`config.mk`:
```
export PLATFORM = sky130hd
export DESIGN_NAME = forwarding_hazard_unit_flat
export DESIGN_NICKNAME = d
export VERILOG_FILES = /design/src/rtl/forwarding_hazard_unit_pkg.sv /design/src/rtl/forwarding_hazard_unit_if.sv /design/src/rtl/forwarding_hazard_unit_fwd_select.sv /design/src/rtl/forwarding_hazard_unit.sv /design/src/flat_wrapper.sv
export SDC_FILE = /design/constraint.sdc
export NUM_CORES = 1
export LEC_CHECK = 0
export CAP_MARGIN = 20
export CORE_ASPECT_RATIO = 0.5
export CORE_MARGIN = 2
export CORE_UTILIZATION = 37
export CTS_BUF_LIST = sky130_fd_sc_hd__clkbuf_4 sky130_fd_sc_hd__clkbuf_8
export DETAILED_ROUTE_END_ITERATION = 8
export PLACE_DENSITY = 0.55
export REMOVE_ABC_BUFFERS = 1
export SKIP_CTS_REPAIR_TIMING = 1
export SYNTH_ARGS = -nofsm -noshare
export SYNTH_HDL_FRONTEND = slang
export SYNTH_SLANG_ARGS = --single-unit
```
`constraint.sdc`:
```
create_clock -name i_clk -period 5.45 [get_ports i_clk]
set_clock_uncertainty 0.1 [all_clocks]
set_input_delay 1.09 -clock i_clk [delete_from_list [all_inputs] [get_ports i_clk]]
set_output_delay 1.09 -clock i_clk [all_outputs]
set_load 0.01 [all_outputs]
```
`src/rtl/forwarding_hazard_unit_pkg.sv`:
```
// forwarding_hazard_unit_pkg: shared types for the forwarding/hazard unit.
// Select codes, FSM states, shadow-stage record and small helpers.
package forwarding_hazard_unit_pkg;

  localparam int ADDR_W = 5;
  localparam int N_REGS = 32;

  localparam logic [1:0] FWD_REGFILE = 2'b00;
  localparam logic [1:0] FWD_WB      = 2'b01;
  localparam logic [1:0] FWD_ALU     = 2'b10;

  typedef enum logic {
    ST_RUN   = 1'b0,
    ST_STALL = 1'b1
  } fsm_state_t;

  typedef logic [ADDR_W-1:0] reg_addr_t;

  typedef struct packed {
    logic      valid;
    reg_addr_t rs;
    reg_addr_t rt;
    reg_addr_t rd;
    logic      regwrite;
    logic      memread;
  } stage_t;

  localparam stage_t BUBBLE = '0;

  // r0 is hardwired zero; addresses past the register count never exist.
  function automatic logic live_reg(reg_addr_t r, int nregs);
    return (r != '0) && (int'(r) < nregs);
  endfunction

  function automatic logic drives(stage_t s, int nregs);
    return s.valid & s.regwrite & live_reg(s.rd, nregs);
  endfunction

endpackage

```
`src/rtl/forwarding_hazard_unit_if.sv`:
```
// forwarding_hazard_unit_if: ID-side controls in, EX-side selects out.
// master = pipeline control / ID stage, slave = forwarding_hazard_unit.
interface forwarding_hazard_unit_if
  import forwarding_hazard_unit_pkg::*;
#(
  parameter int REG_ADDR_WIDTH = ADDR_W
);

  logic                      i_enable;
  logic                      i_flush;
  logic                      i_id_valid;
  logic [REG_ADDR_WIDTH-1:0] i_id_rs;
  logic [REG_ADDR_WIDTH-1:0] i_id_rt;
  logic [REG_ADDR_WIDTH-1:0] i_id_rd;
  logic                      i_id_regwrite;
  logic                      i_id_memread;
  logic [1:0]                o_cortocircuitoA;
  logic [1:0]                o_cortocircuitoB;
  logic                      o_stall;
  logic                      o_ex_valid;

  modport master (
    output i_enable,
    output i_flush,
    output i_id_valid,
    output i_id_rs,
    output i_id_rt,
    output i_id_rd,
    output i_id_regwrite,
    output i_id_memread,
    input  o_cortocircuitoA,
    input  o_cortocircuitoB,
    input  o_stall,
    input  o_ex_valid
  );

  modport slave (
    input  i_enable,
    input  i_flush,
    input  i_id_valid,
    input  i_id_rs,
    input  i_id_rt,
    input  i_id_rd,
    input  i_id_regwrite,
    input  i_id_memread,
    output o_cortocircuitoA,
    output o_cortocircuitoB,
    output o_stall,
    output o_ex_valid
  );

endinterface

```
`src/rtl/forwarding_hazard_unit_fwd_select.sv`:
```
// fwd_select: 2-bit operand select from EX/MEM and MEM/WB records.
// Ports: src (EX source reg), exmem, memwb (shadow stages), sel (out).
module fwd_select
  import forwarding_hazard_unit_pkg::*;
#(
  parameter int NUM_REGS = N_REGS
) (
  input  reg_addr_t  src,
  input  stage_t     exmem,
  input  stage_t     memwb,
  output logic [1:0] sel
);

  logic hit_alu;
  logic hit_wb;

  assign hit_alu = drives(exmem, NUM_REGS)
                 & (exmem.rd == src);
  assign hit_wb  = drives(memwb, NUM_REGS)
                 & (memwb.rd == src);

  // The younger producer (EX/MEM) shadows MEM/WB.
  always_comb begin
    sel = FWD_REGFILE;
    unique case (1'b1)
      hit_alu:            sel = FWD_ALU;
      hit_wb & ~hit_alu:  sel = FWD_WB;
      default:            sel = FWD_REGFILE;
    endcase
  end

endmodule

```
`src/rtl/forwarding_hazard_unit.sv`:
```
// forwarding_hazard_unit: shadow ID/EX..MEM/WB tracking, EX forwarding
// selects, load-use stall. Ports: i_clk, i_reset (sync, active-high),
// bus (slave: enable/flush/ID fields in, selects/stall/ex_valid out).
// FWD_HAZARD_STATS_EN adds o_stall_count / o_fwd_count (saturating).
module forwarding_hazard_unit
  import forwarding_hazard_unit_pkg::*;
#(
  parameter int REG_ADDR_WIDTH = ADDR_W,
  parameter int NUM_REGS       = N_REGS
) (
  input  logic                   i_clk,
  input  logic                   i_reset,
  forwarding_hazard_unit_if.slave bus
`ifdef FWD_HAZARD_STATS_EN
  ,
  output logic [31:0]            o_stall_count,
  output logic [31:0]            o_fwd_count
`endif
);

  stage_t     idex;
  stage_t     exmem;
  stage_t     memwb;
  stage_t     id_rec;
  fsm_state_t state;
  fsm_state_t state_nx;
  logic       hazard;
  logic       stall;
  logic [1:0] sel_a;
  logic [1:0] sel_b;

  logic [REG_ADDR_WIDTH-1:0] id_rs;
  logic [REG_ADDR_WIDTH-1:0] id_rt;
  logic [REG_ADDR_WIDTH-1:0] id_rd;

  assign id_rs = bus.i_id_rs;
  assign id_rt = bus.i_id_rt;
  assign id_rd = bus.i_id_rd;

  always_comb begin
    id_rec          = BUBBLE;
    id_rec.valid    = 1'b1;
    id_rec.rs       = id_rs;
    id_rec.rt       = id_rt;
    id_rec.rd       = id_rd;
    id_rec.regwrite = bus.i_id_regwrite;
    id_rec.memread  = bus.i_id_memread;
  end

  // Shadow pipeline
  always_ff @(posedge i_clk) begin
    if (i_reset) begin
      idex  <= BUBBLE;
      exmem <= BUBBLE;
      memwb <= BUBBLE;
    end else if (bus.i_enable) begin
      memwb <= exmem;
      exmem <= idex;
      if (stall | bus.i_flush | ~bus.i_id_valid)
        idex <= BUBBLE;
      else
        idex <= id_rec;
    end
  end

  assign hazard = bus.i_id_valid
                & idex.valid
                & idex.memread
                & live_reg(idex.rd, NUM_REGS)
                & ((idex.rd == id_rec.rs)
                 | (idex.rd == id_rec.rt));

  // FSM: state register
  always_ff @(posedge i_clk) begin
    if (i_reset)
      state <= ST_RUN;
    else if (bus.i_enable)
      state <= state_nx;
  end

  // FSM: next state
  always_comb begin
    state_nx = state;
    unique case (state)
      ST_RUN:   if (stall) state_nx = ST_STALL;
      ST_STALL: state_nx = ST_RUN;
      default:  state_nx = ST_RUN;
    endcase
  end

  // FSM: outputs. STALL masks a re-detect of the same load;
  // a flush kills the ID instruction, so there is nothing to hold.
  always_comb begin
    stall = 1'b0;
    unique case (state)
      ST_RUN:   stall = hazard & ~bus.i_flush;
      ST_STALL: stall = 1'b0;
      default:  stall = 1'b0;
    endcase
  end

  fwd_select #(.NUM_REGS(NUM_REGS)) u_sel_a (
    .src   (idex.rs),
    .exmem (exmem),
    .memwb (memwb),
    .sel   (sel_a)
  );

  fwd_select #(.NUM_REGS(NUM_REGS)) u_sel_b (
    .src   (idex.rt),
    .exmem (exmem),
    .memwb (memwb),
    .sel   (sel_b)
  );

  assign bus.o_cortocircuitoA = sel_a;
  assign bus.o_cortocircuitoB = sel_b;
  assign bus.o_stall          = stall;
  assign bus.o_ex_valid       = idex.valid;

`ifdef FWD_HAZARD_STATS_EN
  logic fwd_any;

  assign fwd_any = (sel_a != FWD_REGFILE)
                 | (sel_b != FWD_REGFILE);

  always_ff @(posedge i_clk) begin
    if (i_reset) begin
      o_stall_count <= '0;
      o_fwd_count   <= '0;
    end else if (bus.i_enable) begin
      if (stall && (o_stall_count != '1))
        o_stall_count <= o_stall_count + 32'd1;
      if (fwd_any && (o_fwd_count != '1))
        o_fwd_count <= o_fwd_count + 32'd1;
    end
  end
`endif

endmodule

```
`src/flat_wrapper.sv`:
```
// flat-port wrapper written by rule: the top's interface ports become plain ports
module forwarding_hazard_unit_flat import forwarding_hazard_unit_pkg::*;
#(
  parameter int REG_ADDR_WIDTH = ADDR_W,
  parameter int NUM_REGS       = N_REGS
)
  (i_clk, i_reset, bus_i_enable, bus_i_flush, bus_i_id_valid, bus_i_id_rs, bus_i_id_rt, bus_i_id_rd, bus_i_id_regwrite, bus_i_id_memread, bus_o_cortocircuitoA, bus_o_cortocircuitoB, bus_o_stall, bus_o_ex_valid);
  forwarding_hazard_unit_if #(.REG_ADDR_WIDTH(REG_ADDR_WIDTH)) bus_i ();
  input  logic i_clk;
  input  logic i_reset;
  input wire logic [$bits(bus_i.i_enable)-1:0] bus_i_enable;
  input wire logic [$bits(bus_i.i_flush)-1:0] bus_i_flush;
  input wire logic [$bits(bus_i.i_id_valid)-1:0] bus_i_id_valid;
  input wire logic [$bits(bus_i.i_id_rs)-1:0] bus_i_id_rs;
  input wire logic [$bits(bus_i.i_id_rt)-1:0] bus_i_id_rt;
  input wire logic [$bits(bus_i.i_id_rd)-1:0] bus_i_id_rd;
  input wire logic [$bits(bus_i.i_id_regwrite)-1:0] bus_i_id_regwrite;
  input wire logic [$bits(bus_i.i_id_memread)-1:0] bus_i_id_memread;
  output wire logic [$bits(bus_i.o_cortocircuitoA)-1:0] bus_o_cortocircuitoA;
  output wire logic [$bits(bus_i.o_cortocircuitoB)-1:0] bus_o_cortocircuitoB;
  output wire logic [$bits(bus_i.o_stall)-1:0] bus_o_stall;
  output wire logic [$bits(bus_i.o_ex_valid)-1:0] bus_o_ex_valid;
  assign bus_i.i_enable = bus_i_enable;
  assign bus_i.i_flush = bus_i_flush;
  assign bus_i.i_id_valid = bus_i_id_valid;
  assign bus_i.i_id_rs = bus_i_id_rs;
  assign bus_i.i_id_rt = bus_i_id_rt;
  assign bus_i.i_id_rd = bus_i_id_rd;
  assign bus_i.i_id_regwrite = bus_i_id_regwrite;
  assign bus_i.i_id_memread = bus_i_id_memread;
  assign bus_o_cortocircuitoA = bus_i.o_cortocircuitoA;
  assign bus_o_cortocircuitoB = bus_i.o_cortocircuitoB;
  assign bus_o_stall = bus_i.o_stall;
  assign bus_o_ex_valid = bus_i.o_ex_valid;
  forwarding_hazard_unit #(.REG_ADDR_WIDTH(REG_ADDR_WIDTH), .NUM_REGS(NUM_REGS)) u_core (.i_clk(i_clk), .i_reset(i_reset), .bus(bus_i));
endmodule
```
==> reports/results.ini <==
[outcome]
status=complete, no violations

[floorplan]
die_w_um=103
dieArea_sq_um=5490
rows=17
core_sq_um=4550
fp.dieH_um=53.4
io_pins=28
start_util_pct=39.7

[drt]
wl_met2_um=1880
wl_um=4540
ant_nets=0
first_pass_iters=5
drt_iter0_drc=116
routed-wl-met3_um=238
dr.max_layer_used=met4
wl_per_cell_um=15.4
routed_via_density=5.33
wirelength_met1_um=2370
drc=0
vias=1568

[sta]
fin_crit_sh_pct=77.0
whs_ns=0.405
clock.fmax_mhz=238
finalMaxSlewViolations=0
fin_setup_tns_ns=0
layout_min_cycle_time_ns=4.19
fin_ws_ns=1.26
rsz0062_at_grt=no
hold_viol_final=0
setup_viol=0
worst_pin_slew_ns=1.08
relSlewSlack_pct=28.2

[placed_design]
hpwl_um=3090
dp.cells=285
port_buffers=27
place_area_sq_um=2090
pre_cts_slack_ns=1.29
routabilityCongestion=0.881

[grt]
grt.overflow.total=0
grt_max_degree=36
antenna_found_initial=0
grt_pass1_vias=1401
grt_usage_pct=17.7
grt_pass1_wl_um=7210

[layout]
stdcell_count=294
final_nets=249
final_area_sq_um=2220
area.growth.synth_to_final_pct=22.9
final_cell_mix=dfxtp_1 (33), clkdlybuf4s50_1 (27), nand3_1 (21)
layout_commonest_cell=dfxtp_1
fin_util_pct=48.8
diodes=0
drive_above_1_share_pct=5.70

[yosys]
ys_seq_area_share_pct=36.6
yosysTopAreaCellShare_pct=36.6
synthCells=207
synth_area_sq_um=1810
ys_ff_latch=33
yosys_warnings=0
synth_cell_types=28
synth_area_leader_cell=dfxtp_1
postSynthAreaPerCell_sq_um=8.72
synth_area_leaders=dfxtp_1 (37%), mux2i_1 (7.8%), xnor2_1 (7.8%)

[worst_setup_path]
crit_path_start_kind=primary input
critPathMaxFanout=20
end_kind=output port
r2r_start=u_core.idex[5]
criticalPathCategory=primary input to output port
crit_required_ns=4.26
rrSetupSlack_ns=3.67
worstReg2RegEnd=u_core.idex[16]
cp.arrival_ns=3.00
reg2reg_depth=4

[hold_path]
holdPathEnd=u_core.idex[0]
min_path_type=flip-flop to flip-flop
hold_path_depth=2
hold_path_startpoint=u_core.idex[0]

[cts]
clkSinkCount=33
cts_tree=done
clk_pin_slew_ns=0.07
cts_max_level=2
root_buffer=clkbuf_8
clk_latency_ns=0.28
cts_buffer_depth=2
cts_buffers=5

[power_and_ir_drop]
finalPower_mw=0.571
ir_worst_vdd_v=0.0000988
p_leak_nw=0.926
powerDensity_nw_per_um2=257

[flow_run]
drv_cap=0

-- routing by layer --
metal  track usage (%)  vias up
li1                  -      788
met1              25.4      740
met2              26.3       33
met3              3.96        7
met4              5.26        0
met5                 0        -
-- flip-flops by register name, indices dropped and copies added, names as in the netlist --
name,cells
u_core.state,1
u_core.exmem,7
u_core.memwb,7
u_core.idex,17
u_core.bus.o_ex_valid,1
-- report_power, final --
group / total, mW / leakage, nW / switching [mW] / internal [mW]
Clock: 0.241 / 0.0619 / 0.0872 / 0.154
Combinational: 0.0680 / 0.597 / 0.0325 / 0.0355
Sequential: 0.262 / 0.268 / 0.0124 / 0.249
Total: 0.571 / 0.926 / 0.132 / 0.439
-- cell usage after synthesis (all sizes together) --
library cell  number
or4                2
a211oi             1
xnor2             16
nand2              2
a21oi              2
o2111ai            2
o21ai             17
a32o               1
o22ai              1
a22oi             17
inv                2
and3              17
mux2i             14
nor2b              1
a211o              1
buf                5
nor2              16
and3b              1
xor2              14
nor4               4
nand3             21
o211ai             1
nand4b             1
dfxtp             33
clkbuf            11
nor3               4
-- how the worst max path moves through the flow --
stage | from | endpoint | depth (start not counted)
floorplan | bus_i_id_rt[4] | bus_o_stall | 4
global placement | bus_i_flush | bus_o_stall | 5
detailed placement | bus_i_flush | bus_o_stall | 5
CTS | bus_i_flush | bus_o_stall | 5
global route | bus_i_flush | bus_o_stall | 5
finish | bus_i_flush | bus_o_stall | 5
-- critical path: stages --
cell and delay [ns]:
clkdlybuf4s50_1 0.41, nand4b_1 0.17, a211o_1 0.55, nor2b_1 0.22, clkdlybuf4s50_1 0.56
-- area by class of cell --
class	instances	area, sq um
Fill cell	458	2330
Multi-Input combinational cell	156	1060
Sequential cell	33	661
Timing Repair Buffer	29	285
Clock buffer	7	90.1
Tap cell	66	82.6
Clock inverter	1	30.0
Inverter	2	7.51
-- cells by family after synthesis --
logic type / count (synthesis) / synth area share, %
simple gates: 69 / 20.8
compound gates: 43 / 15.8
flops: 33 / 36.6
xor+xnor: 30 / 14.6
buf+inv: 18 / 4.50
mux: 14 / 7.76
(Power assumes the default switching activity.)
==> RTL edit (same settings) <==
`ADDR_W`: 5 -> 4.
--- a/src/rtl/forwarding_hazard_unit_pkg.sv
+++ b/src/rtl/forwarding_hazard_unit_pkg.sv
@@ -2,7 +2,7 @@
 // Select codes, FSM states, shadow-stage record and small helpers.
 package forwarding_hazard_unit_pkg;
 
-  localparam int ADDR_W = 5;
+  localparam int ADDR_W = 4;
   localparam int N_REGS = 32;
 
   localparam logic [1:0] FWD_REGFILE = 2'b00;
Ports: changed (resized bus_i_id_rd, bus_i_id_rs and bus_i_id_rt); port bits go from 28 to 25. The function was not compared with the original's and may differ.
==> RTL edit against the unedited design <==
Register-to-register slack better by 0.10 ns; global-route usage fell by 2.1 points; power shrank 32%; cell area shrank 23%; largest cell class unchanged; first-iteration DRC count decreased by 90%; fmax up 6.4%; worst setup slack improved by 0.25 ns; combinational power shrank 39%; wire length down 32%; synthesized area shrank 24%; clock power fell by 45%; die area is 23% lower; critical endpoint unchanged; sequential cell count fell by 5; count of clock-buffer cells in the layout shrank 3; largest power group unchanged.
==> RTL edit: results (changes against the unedited design) <==
- R2R Path End: u_core.idex[3]
- First-pass GRT wire length: 4970 µm (-31%)
- Metal3 WL: 101 µm (-58%)
- Seq/Total Area, Yosys: 0.409 (+0.0429)
- Fraction of area in registers: 0.328 (+0.0303)
- M2 GR Usage: 0.239 (-0.0234)
- Distinct cells, synth: 26 (-7.1%)
- Seq. pwr: 0.213 mW (-19%)
- Met2 Routed Length: 1300 µm (-31%)
- NonClk Buf Share: 0.149 (+0.0208)
- Drt via density: 4.67 (-12%)
- Pint: 0.297 mW (-32%)
- Worst setup margin: 1.51 ns (+0.251 ns)
- M1 WL: 1690 µm (-29%)
- # nets final: 195 (-22%)
- Clock Sinks: 28 (-15%)
- Data arrival, critical path: 2.75 ns (-0.25 ns)
- Worst-path clk slew: 0.10 ns (+0.03 ns)
- R2R cell count: 5 (+1)
- Plain + repair buffers: 26 (-10%)
- Clk tree area frac: 0.0322 (-0.0219)
- Initial DRC count: 12 (-90%)
- Crit path max fanout: 2 (-90%)
- Port Buffers: 24 (-11%)
- Status: finished, final reports clean
- Leakage: 0.597 nW (-36%)
- Slew margin rel.: 0.408 (+0.126)
- Layout cells sized above 1: 0.114 (+0.0573)
- Multi-input combinational cell area: 767 µm² (-28%)
- Largest net degree at the start of global routing: 16 (-56%)
- Power share of the clock group: 0.341 (-0.082)
- Netlist Area Pre-Place: 1370 µm² (-24%)
- VDD IR max: 114 µV (+15%)
- Synth Instances: 151 (-27%)
- Clock Buffer Count: 4 (-3)
- Fin cells: 226 (-23%)
- 1st-pass router iterations: 4 (-1)
- Vias in the first global route: 979 (-30%)
- Hold Startpoint: u_core.idex[1]
- Top cells by count, synth: nand2_1 (29), dfxtp_1 (28), xnor2_1 (24)
- Finished Cell Area: 1710 µm² (-23%)
- #MultiIn Comb: 115 (-26%)
## RTL edit: cell types whose count changed after synthesis, sizes merged, moves of 5 or more
| cell | before | now |
|---|---|---|
| clkbuf | 11 | 2 |
| nand2 | 2 | 29 |
| a22oi | 17 | 0 |
| xor2 | 14 | 0 |
| nand4 | 0 | 6 |
| xnor2 | 16 | 24 |
| dfxtp | 33 | 28 |
| and3 | 17 | 0 |
| nand3 | 21 | 2 |
## RTL edit: cell families after synthesis
logic type             after synthesis  synth area share
AO/OA/AOI/OAI                       18             0.104
flip-flops                          28             0.409
AND/OR/NAND/NOR                     61             0.214
XOR/XNOR                            24             0.153
multiplexers                        12            0.0876
buffers and inverters                8            0.0319
## RTL edit: how the worst min path moves through the flow
stage,endpoint,slack [ns],cells after the start
finish,u_core.idex[1],0.36,2
CTS,u_core.idex[1],0.37,2
floorplan,u_core.idex[1],0.33,2
global placement,u_core.idex[1],0.35,2
global route,u_core.idex[1],0.39,2
detailed placement,u_core.idex[1],0.35,2
